## src/rtl/fir_mc_pkg.sv

```systemverilog
// Shared types and arithmetic helpers for the multi-channel FIR.
// State encoding, width derivations and output rounding/saturation.
package fir_mc_pkg;

  typedef enum logic [2:0] {
    S_IDLE  = 3'd0,
    S_WRITE = 3'd1,
    S_MAC   = 3'd2,
    S_DRAIN = 3'd3,
    S_OUT   = 3'd4
  } state_t;

  function automatic int ptr_width(input int n);
    return (n > 1) ? $clog2(n) : 1;
  endfunction

  function automatic int acc_width(
    input int dw,
    input int cw,
    input int depth
  );
    return dw + cw + $clog2(depth);
  endfunction

  // Round half up, arithmetic shift, clamp to a dw-bit signed range.
  function automatic logic signed [63:0] sat_round(
    input logic signed [127:0] acc,
    input int                  shift,
    input int                  dw
  );
    logic signed [127:0] r;
    logic signed [127:0] lim;
    r   = (acc + (128'sd1 <<< (shift - 1))) >>> shift;
    lim = 128'sd1 <<< (dw - 1);
    if (r > lim - 128'sd1) begin
      return 64'(lim - 128'sd1);
    end else if (r < -lim) begin
      return 64'(-lim);
    end
    return 64'(r);
  endfunction

endpackage

```

## src/rtl/fir_mac_pipe.sv

```systemverilog
// Two-stage signed multiply-accumulate: registered product,
// then accumulate. Clear has priority over accumulation.
module fir_mac_pipe #(
  parameter int DATA_WIDTH = 24,
  parameter int COEF_WIDTH = 18,
  parameter int ACC_WIDTH  = 46
) (
  input  logic                         i_clk,
  input  logic                         i_rst,
  input  logic                         i_clr,
  input  logic                         i_en,
  input  logic signed [DATA_WIDTH-1:0] iv_a,
  input  logic signed [COEF_WIDTH-1:0] iv_b,
  output logic signed [ACC_WIDTH-1:0]  ov_acc
);

  localparam int PW = DATA_WIDTH + COEF_WIDTH;

  logic signed [PW-1:0]        prod;
  logic                        prod_vld;
  logic signed [ACC_WIDTH-1:0] acc;

  always_ff @(posedge i_clk) begin
    if (i_rst) begin
      prod     <= '0;
      prod_vld <= 1'b0;
      acc      <= '0;
    end else begin
      prod     <= iv_a * iv_b;
      prod_vld <= i_en;
      if (i_clr) begin
        acc <= '0;
      end else if (prod_vld) begin
        acc <= acc + ACC_WIDTH'(prod);
      end
    end
  end

  assign ov_acc = acc;

endmodule

```

## src/rtl/fir_filter_mc.sv

```systemverilog
// Time-multiplexed multi-channel FIR: one MAC shared by all
// channels, per-channel circular history, loadable taps.
module fir_filter_mc
  import fir_mc_pkg::*;
#(
  parameter int DATA_WIDTH = 24,
  parameter int COEF_WIDTH = 18,
  parameter int FIR_DEPTH  = 16,
  parameter int NUM_CH     = 4,
  parameter int OUT_SHIFT  = 15
) (
  input  logic                                 i_clk,
  input  logic                                 i_rst,
  input  logic signed [DATA_WIDTH-1:0]         iv_din,
  input  logic [ptr_width(NUM_CH)-1:0]         iv_din_ch,
  input  logic                                 i_din_valid,
  output logic                                 o_din_ready,
  output logic signed [DATA_WIDTH-1:0]         ov_dout,
  output logic [ptr_width(NUM_CH)-1:0]         ov_dout_ch,
  output logic                                 o_dout_valid,
  input  logic                                 i_dout_ready,
  input  logic                                 i_coef_we,
  input  logic [ptr_width(FIR_DEPTH)-1:0]      iv_coef_addr,
  input  logic signed [COEF_WIDTH-1:0]         iv_coef_data,
  output logic                                 o_busy
);

  localparam int AW    = ptr_width(FIR_DEPTH);
  localparam int CHW   = ptr_width(NUM_CH);
  localparam int ACC_W = acc_width(DATA_WIDTH, COEF_WIDTH, FIR_DEPTH);
  localparam logic signed [COEF_WIDTH-1:0] COEF_ONE =
    COEF_WIDTH'(64'd1 << OUT_SHIFT);

  state_t state;
  state_t state_nx;

  logic signed [DATA_WIDTH-1:0] hist [NUM_CH][FIR_DEPTH];
  logic signed [COEF_WIDTH-1:0] coef [FIR_DEPTH];
  logic [AW-1:0]                wr_ptr [NUM_CH];

  logic signed [DATA_WIDTH-1:0] din_q;
  logic [CHW-1:0]               ch_q;
  logic [AW-1:0]                base;
  logic [AW-1:0]                tap;
  logic                         drain_cnt;
  logic                         din_ready_q;
  logic                         dout_valid_q;
  logic signed [DATA_WIDTH-1:0] dout_q;
  logic [CHW-1:0]               dout_ch_q;

  logic                         in_xfer;
  logic                         out_xfer;
  logic                         coef_wr;
  logic [AW-1:0]                rd_addr;
  logic signed [ACC_W-1:0]      acc;

  assign in_xfer  = (state == S_IDLE) && i_din_valid && din_ready_q;
  assign out_xfer = (state == S_OUT) && dout_valid_q && i_dout_ready;
  assign coef_wr  = (state == S_IDLE) && i_coef_we && !in_xfer;
  assign rd_addr  = base + tap;

  always_ff @(posedge i_clk) begin
    if (i_rst) begin
      state <= S_IDLE;
    end else begin
      state <= state_nx;
    end
  end

  always_comb begin
    state_nx = state;
    unique case (state)
      S_IDLE:  if (in_xfer) state_nx = S_WRITE;
      S_WRITE: state_nx = S_MAC;
      S_MAC:   if (tap == AW'(FIR_DEPTH - 1)) state_nx = S_DRAIN;
      S_DRAIN: if (drain_cnt) state_nx = S_OUT;
      S_OUT:   if (out_xfer) state_nx = S_IDLE;
      default: state_nx = S_IDLE;
    endcase
  end

  always_ff @(posedge i_clk) begin
    if (i_rst) begin
      din_q        <= '0;
      ch_q         <= '0;
      base         <= '0;
      tap          <= '0;
      drain_cnt    <= 1'b0;
      din_ready_q  <= 1'b1;
      dout_valid_q <= 1'b0;
      dout_q       <= '0;
      dout_ch_q    <= '0;
    end else begin
      if (in_xfer) begin
        din_q       <= iv_din;
        ch_q        <= iv_din_ch;
        din_ready_q <= 1'b0;
      end
      unique case (state)
        S_WRITE: begin
          base <= wr_ptr[ch_q];
          tap  <= '0;
        end
        S_MAC: begin
          tap       <= tap + AW'(1);
          drain_cnt <= 1'b0;
        end
        S_DRAIN: drain_cnt <= ~drain_cnt;
        S_OUT: begin
          // First OUT cycle registers the result; later ones wait.
          if (!dout_valid_q) begin
            dout_valid_q <= 1'b1;
            dout_ch_q    <= ch_q;
            dout_q       <= DATA_WIDTH'(sat_round(
              {{(128 - ACC_W){acc[ACC_W-1]}}, acc},
              OUT_SHIFT, DATA_WIDTH));
          end else if (i_dout_ready) begin
            dout_valid_q <= 1'b0;
            din_ready_q  <= 1'b1;
          end
        end
        default: ;
      endcase
    end
  end

  always_ff @(posedge i_clk) begin
    if (i_rst) begin
      for (int c = 0; c < NUM_CH; c++) begin
        wr_ptr[c] <= '0;
        for (int t = 0; t < FIR_DEPTH; t++) begin
          hist[c][t] <= '0;
        end
      end
      for (int t = 0; t < FIR_DEPTH; t++) begin
        coef[t] <= (t == 0) ? COEF_ONE : '0;
      end
    end else begin
      if (state == S_WRITE) begin
        hist[ch_q][wr_ptr[ch_q]] <= din_q;
        wr_ptr[ch_q]             <= wr_ptr[ch_q] - AW'(1);
      end
      if (coef_wr) begin
        coef[iv_coef_addr] <= iv_coef_data;
      end
    end
  end

  fir_mac_pipe #(
    .DATA_WIDTH (DATA_WIDTH),
    .COEF_WIDTH (COEF_WIDTH),
    .ACC_WIDTH  (ACC_W)
  ) u_mac (
    .i_clk  (i_clk),
    .i_rst  (i_rst),
    .i_clr  (state == S_WRITE),
    .i_en   (state == S_MAC),
    .iv_a   (hist[ch_q][rd_addr]),
    .iv_b   (coef[tap]),
    .ov_acc (acc)
  );

  assign o_din_ready  = din_ready_q;
  assign o_dout_valid = dout_valid_q;
  assign ov_dout      = dout_q;
  assign ov_dout_ch   = dout_ch_q;
  assign o_busy       = (state != S_IDLE);

endmodule

```

## config.mk

```make
export PLATFORM = sky130hd
export DESIGN_NAME = fir_filter_mc
export DESIGN_NICKNAME = d
export VERILOG_FILES = /design/src/rtl/fir_mc_pkg.sv /design/src/rtl/fir_mac_pipe.sv /design/src/rtl/fir_filter_mc.sv
export SDC_FILE = /design/constraint.sdc
export NUM_CORES = 2
export LEC_CHECK = 0
export ABC_AREA = 0
export BUFFER_PORTS_ARGS = -buffer_cell sky130_fd_sc_hd__clkbuf_2
export CORE_MARGIN = 8
export CORE_UTILIZATION = 30
export CTS_CLUSTER_DIAMETER = 60
export CTS_CLUSTER_SIZE = 10
export DETAILED_ROUTE_END_ITERATION = 16
export GPL_ROUTABILITY_DRIVEN = 1
export PLACE_DENSITY = 0.52
export SETUP_SLACK_MARGIN = 0.02
export SKIP_LAST_GASP = 1
export SYNTH_ARGS = -nofsm -noshare
export SYNTH_HDL_FRONTEND = slang
export SYNTH_SLANG_ARGS = --single-unit
```

## constraint.sdc

```tcl
create_clock -name i_clk -period 23.3 [get_ports i_clk]
set_input_delay 5.825 -clock i_clk [delete_from_list [all_inputs] [get_ports i_clk]]
set_output_delay 5.825 -clock i_clk [all_outputs]
set_load 0.01 [all_outputs]
```

# Word-level counts from Yosys, hierarchy flattened
# Memory sizes are Yosys's and may differ from the RTL's. A register that Yosys moved wholly into a read port is not among the register bits.
# Cells that the tools add are included.
word_totals:
  ff_bits: 155
  output_inout_bits: 29
  ram_bits: 1840
  word_cells: 108
  in_bits: 53
  mem_count: 3
op_classes:
  reduce_logical: 18
  n_addsub: 5
  n_eq_ne: 9
  magnitude_cmp: 5
  bitwise_logic: 4
  mul: 1
  muxes: 50
memory_table:
  columns: ["memory", "depth", "word_bits", "read_ports", "rd_ports_with_merged_regs", "write_ports", "line_no", "source"]
  rows:
  - ["hist", 4, 384, 1, 1, 4, "fir_filter_mc.sv:37", "logic signed [DATA_WIDTH-1:0] hist [NUM_CH][FIR_DEPTH];"]
  - ["coef", 16, 18, 1, 1, 16, "fir_filter_mc.sv:38", "logic signed [COEF_WIDTH-1:0] coef [FIR_DEPTH];"]
  - ["wr_ptr", 4, 4, 1, 1, 4, "fir_filter_mc.sv:39", "logic [AW-1:0] wr_ptr [NUM_CH];"]
ops:
  columns: ["cell", "count"]
  rows:
  - ["2-to-1 mux 384 bit", 3]
  - ["OR reduction 384 bit", 1]
  - ["2-to-1 mux 24 bit", 6]
  - ["binary-select mux 24 bit (select 4 bit)", 1]
  - ["demux 24 bit (select 4 bit)", 1]
  - ["adder 46 x 16 -> 47 bit (second input constant)", 1]
  - ["adder 46 x 42 -> 46 bit", 1]
  - ["multiplier 24 x 18 -> 42 bit", 1]
  - ["> comparator 32 x 24 -> 1 bit (second input constant)", 1]
  - ["less-than comparator 32 x 24 -> 1 bit (second input constant)", 1]
  - ["2-to-1 mux 1 bit", 21]
  - ["2-to-1 mux 18 bit", 1]
  - ["OR reduction 18 bit", 1]
  - ["2-to-1 mux 4 bit", 4]
  - ["one-hot mux 3 bit (5 select lines)", 1]
  - ["2-to-1 mux 2 bit", 6]
  - ["2-to-1 mux 3 bit", 4]
  - [">= comparator 5 bit (second input constant)", 2]
  - ["inverter 4 -> 5 bit", 2]
  - ["inequality test 2 bit (second input constant)", 4]
  - ["one-hot mux 4 bit (2 select lines)", 1]
  - ["logical AND 1 bit", 7]
  - ["== test 3 x 2 -> 1 bit (second input constant)", 2]
  - ["less-than comparator 5 x 1 -> 1 bit (second input constant)", 1]
  - ["other kinds (16)", 18]

# Depth between registers and ports, before layout
depth:
  depth_word: 10
  depth_mapped: 33

# Cells and area by module
# A second synthesis with hierarchy kept.
unflattened:
  cells_unflattened: 7859
  area_unflattened_um2: 107383.0
by_module_without_submodules:
  columns: ["module", "cells_each", "area_each_um2", "instances", "seq_area_each_um2"]
  rows:
  - ["fir_filter_mc", 5515, 86897.1, 1, 56694.4]
  - ["fir_mac_pipe", 2344, 20485.9, 1, 1781.7]

# Worst setup path after synthesis
# OpenSTA, ideal clock, no wires.
synth_path:
  path_type: "register to register"
  start: "register tap[0]"
  end: "register u_mac.prod[39]"
  period_less_slack_ns: 8.590
  stages_incl_launch_ff: 33
  setup_slack_ns: 14.710
  t_required_ns: 23.172
  t_arrival_ns: 8.462
  path_cell_list: "dfxtp_1 ha_1 fa_1 clkbuf_1 clkbuf_1 clkbuf_1 mux4_2 nand2_1 a31oi_1 buf_2 nand2_1 fa_1 inv_1 fa_1 inv_1 fa_1 inv_1 fa_1 fa_1 inv_1 fa_1 inv_1 ha_1 a21o_1 a21o_1 or3b_1 a211oi_1 o311ai_1 a221oi_1 o41ai_2 a31oi_1 xor2_1 nor2_1"
synth_via:
  elab_chain_len: 6
synth_lines:
  columns: ["item", "line_no", "source"]
  rows:
  - ["from (decl)", "fir_filter_mc.sv:44", "logic [AW-1:0] tap;"]
  - ["from (signal assigned)", "fir_filter_mc.sv:105", "tap <= tap + AW'(1);"]
  - ["adder 4 bit", "fir_filter_mc.sv:60", "assign rd_addr = base + tap;"]
  - ["inverter 4 -> 5 bit (not written as such)", "fir_filter_mc.sv:158", ".iv_a (hist[ch_q][rd_addr]),"]
  - ["binary-select mux 24 bit (select 4 bit)", "fir_filter_mc.sv:158", null]
  - ["2-to-1 mux 24 bit (not written as such) (2 in series)", "fir_filter_mc.sv:158", null]
  - ["multiplier 24 x 18 -> 42 bit", "fir_mac_pipe.sv:29", "prod <= iv_a * iv_b;"]
  - ["to (signal assigned)", "fir_mac_pipe.sv:29", null]
  - ["to (decl)", "fir_mac_pipe.sv:19", "logic signed [PW-1:0] prod;"]
# Every way passes these cells. The select of a mux whose other input is x is not followed.
# A chain may end at the register's enable or synchronous reset.

==> flow_summary_export.csv <==
group,metric,value,unit
global_route,grt_pass1_wl,455000,um
floorplanning,die_y,614,um
global_route,antenna_found_initial,25,
drt,routed_via_density,4.91,
logic_synthesis,synth_edf_count,1840,
floorplanning,io_pins,82,
clocking,cts.sinks,2001,
sta,tns,0,ns
sta,setup_violations,0,
sta,rsz0062_at_grt,"false",
setup_path,crit_type,"reg -> reg",
job,drv_cap,0,
logic_synthesis,ys_types,79,
clocking,cts_buffers,231,
sta,finalHoldWorstSlack,0.450,ns
sta,layout_min_cycle_time,12.23,ns
placed_design,placed_area,113000,um^2
logic_synthesis,ys_warn_count,0,
finish,area_growth,11.1,%
clocking,clock_path_buffers,4,
setup_path,worstPathRequired,23.95,ns
clocking,postCtsHoldBufs,0,
sta,fmax,81.7,MHz
clocking,clk_pin_slew,0.06,ns
drt,num_vias,61800,
setup_path,cpPeakStageDelay,0.81,ns
setup_path,crit_top_cell,"fa_1",
placed_design,portBuffers,81,
setup_path,r2r-end,"u_mac.prod[39]$_SDFF_PP0_",
finish,fin_util,33.5,%
floorplanning,fp-row-count,219,
finish,final_area,119000,um^2
sta,tightest_slew,1.36,ns
clocking,clock_latency,0.89,ns
logic_synthesis,synth_area_per_cell,13.7,um^2
setup_path,cp_data_arrival_time,12.88,ns
clocking,cts_setup_buffers,0,
setup_path,crit_end,"u_mac.prod[39]$_SDFF_PP0_",
logic_synthesis,syn_area,107000,um^2
global_route,grt_pass1_vias,64400,
logic_synthesis,ys_seq_area_share,54.5,%
logic_synthesis,synth-seq-cells,2001,
clocking,cts_tree,"yes",
global_route,grt-ovfl-total,0,
setup_path,start_kind,"flop",
status,outcome,"completed",
drt,wirelength,311000,um
logic_synthesis,synthCells,7851,
min_path,hp-class,"reg -> reg",
drt,wl_per_cell,24.7,um
clocking,cts_root_buf,"clkbuf_16",
floorplanning,die_w,614,um
placed_design,routabilityCongestion,0.818,
sta,fin_skew,0.106,ns
logic_synthesis,synth-async-reset-ratio,0,%
global_route,grt_max_degree,120,
drt,drc,0,
logic_synthesis,synth_nets,8491,
setup_path,cp_max_fo,98,
clocking,htreeDepth,4,
setup_path,r2r_cells,30,
drt,firstDrtPassIters,5,
floorplanning,core,356000,um^2
pwr,peakVddDrop,0.000380,V
placed_design,place_inst,12300,
finish,drive_gt1_share,16.0,%
pwr,leakagePower,0.0440,uW
finish,fillCellCount,34500,
sta,hold_viol,0,
finish,layout.cells.non_filler,12600,
global_route,track_usage,16.2,%
setup_path,cp_slowest_cell,"dfxtp_4",
floorplanning,start_util,30.1,%
setup_path,endpoint_kind,"flop",
sta,slew_headroom,9.35,%
sta,period_share,52.5,%
placed_design,place_hpwl,193000,um
drt,ant_nets,0,
sta,drv_slew,0,
clocking,cts_resized,0,
floorplanning,dieArea,377000,um^2
finish,nets,8378,
drt,drt_first_iter_violations,5847,
logic_synthesis,synthFlopType,"edfxtp_1",
pwr,power_density,156,nW/um^2
setup_path,r2r_setup_slack,11.07,ns
## critical path: cells and delay by family (launching register included)
kind / cells / cell delay (ns)
compound gates: 8 / 2.69
buf+inv: 8 / 2.49
simple gates: 4 / 0.97
mux: 2 / 1.12
fa+ha+maj: 7 / 3.33
flops: 1 / 0.81
xor+xnor: 1 / 0.18
## cells in the mapped netlist, types with 7 or more instances
cell type	number	share of area (%)
a211oi_1	38	0.27
o21ai_0	53	0.25
xnor2_1	57	0.47
ha_1	160	1.9
nand2_1	475	1.7
a21o_1	52	0.36
mux4_2	570	12
buf_2	85	0.40
nand4_1	15	0.088
o21bai_1	11	0.077
and3_1	14	0.082
xor2_1	47	0.38
clkbuf_1	482	1.7
buf_1	22	0.077
fa_1	427	8.0
nand2b_1	38	0.22
nand3_1	36	0.17
o21a_1	10	0.070
nor2b_1	64	0.37
o31ai_1	7	0.049
nor2_1	243	0.85
o211ai_1	24	0.17
edfxtp_1	1840	52
and2_1	1952	11
inv_1	548	1.9
mux2i_1	33	0.31
a21oi_1	137	0.64
dfxtp_1	161	3.0
or2_2	87	0.51
buf_4	10	0.070
nor3_1	24	0.11
a31oi_1	34	0.20
## per-stage QoR
step / power (uW) / worst slack [ns]
3_3_place_gp: 15400 / 11.08
4_1_cts: 18800 / 10.94
2_1_floorplan: 12600 / 14.71
3_5_place_dp: 15500 / 11.03
5_1_grt: 20400 / 10.35
6_report: 18600 / 11.07
## logic make-up after synthesis
kind of cell	Yosys count	synth area share [%]
xor gates and xnor gates	104	0.850
and+or+nand+nor	2978	15.7
DFF	2001	54.5
AOI/OAI and AO/OA	426	2.60
muxes	608	12.3
buffers and inverters	1147	4.15
adders and majority gates	587	9.84
## placed cells by master (no fill, tap or decap), types with 51 or more instances in the layout
cell type / instances
inv_1: 548
dfxtp_1: 132
a21o_1: 52
xnor2_1: 55
clkbuf_2: 80
clkbuf_16: 233
mux4_2: 570
or2_2: 87
buf_4: 169
and2_1: 1952
edfxtp_1: 1840
o21ai_0: 51
nor2_1: 238
ha_1: 159
a21oi_1: 137
clkbuf_1: 81
nand2_1: 475
fa_1: 426
nor2b_1: 64
## cell type report
cell class | count | area, um^2 | share of cell area [%]
Sequential cell | 2001 | 58500 | 49.1
Multi-Input combinational cell | 4703 | 44500 | 37.4
Clock buffer | 314 | 6130 | 5.15
Tap cell | 4751 | 5940 | 4.99
Inverter | 548 | 2060 | 1.73
Timing Repair Buffer | 253 | 1740 | 1.46
Clock inverter | 16 | 209 | 0.175
Antenna cell | 4 | 10.0 | 0.00840
## worst min path at each step
stage,from,to,slack (ns),depth (start not counted)
after floorplan,base[0]$_SDFFE_PP0P_,base[0]$_SDFFE_PP0P_,0.44,2
after global placement,din_q[5]$_SDFFE_PP0P_,din_q[5]$_SDFFE_PP0P_,0.44,2
after detailed placement,din_q[4]$_SDFFE_PP0P_,din_q[4]$_SDFFE_PP0P_,0.45,2
after CTS,din_q[4]$_SDFFE_PP0P_,din_q[4]$_SDFFE_PP0P_,0.45,2
after global routing,din_q[4]$_SDFFE_PP0P_,din_q[4]$_SDFFE_PP0P_,0.48,2
final,din_q[4]$_SDFFE_PP0P_,din_q[4]$_SDFFE_PP0P_,0.45,2
## sequential cells by signal, summed over array words and instances (netlist names), named ones only
register        flops
tap                 4
coef              288
u_mac.prod         42
u_mac.ov_acc       46
ch_q                2
drain_cnt           1
ov_dout            24
wr_ptr             16
o_din_ready         1
u_mac.prod_vld      1
ov_dout_ch          2
hist             1536
base                4
o_dout_valid        1
din_q              24
state               3
## power by group
part / switching (uW) / internal [uW] / total (uW)
clock network: 1430 / 1830 / 3250
registers: 72.9 / 4150 / 4220
logic: 6500 / 4580 / 11100
total: 8000 / 10600 / 18600
## routing by layer
metal	routed length (um)	part of all wire [%]	GRT usage, %	vias up
li1	-	-	-	27000
met1	138000	44	22.7	32700
met2	147000	47	26.8	1778
met3	18900	6.1	2.36	366
met4	7200	2.3	3.70	6
met5	40	0.013	0	-
Power figures use the tool's default switching activity.
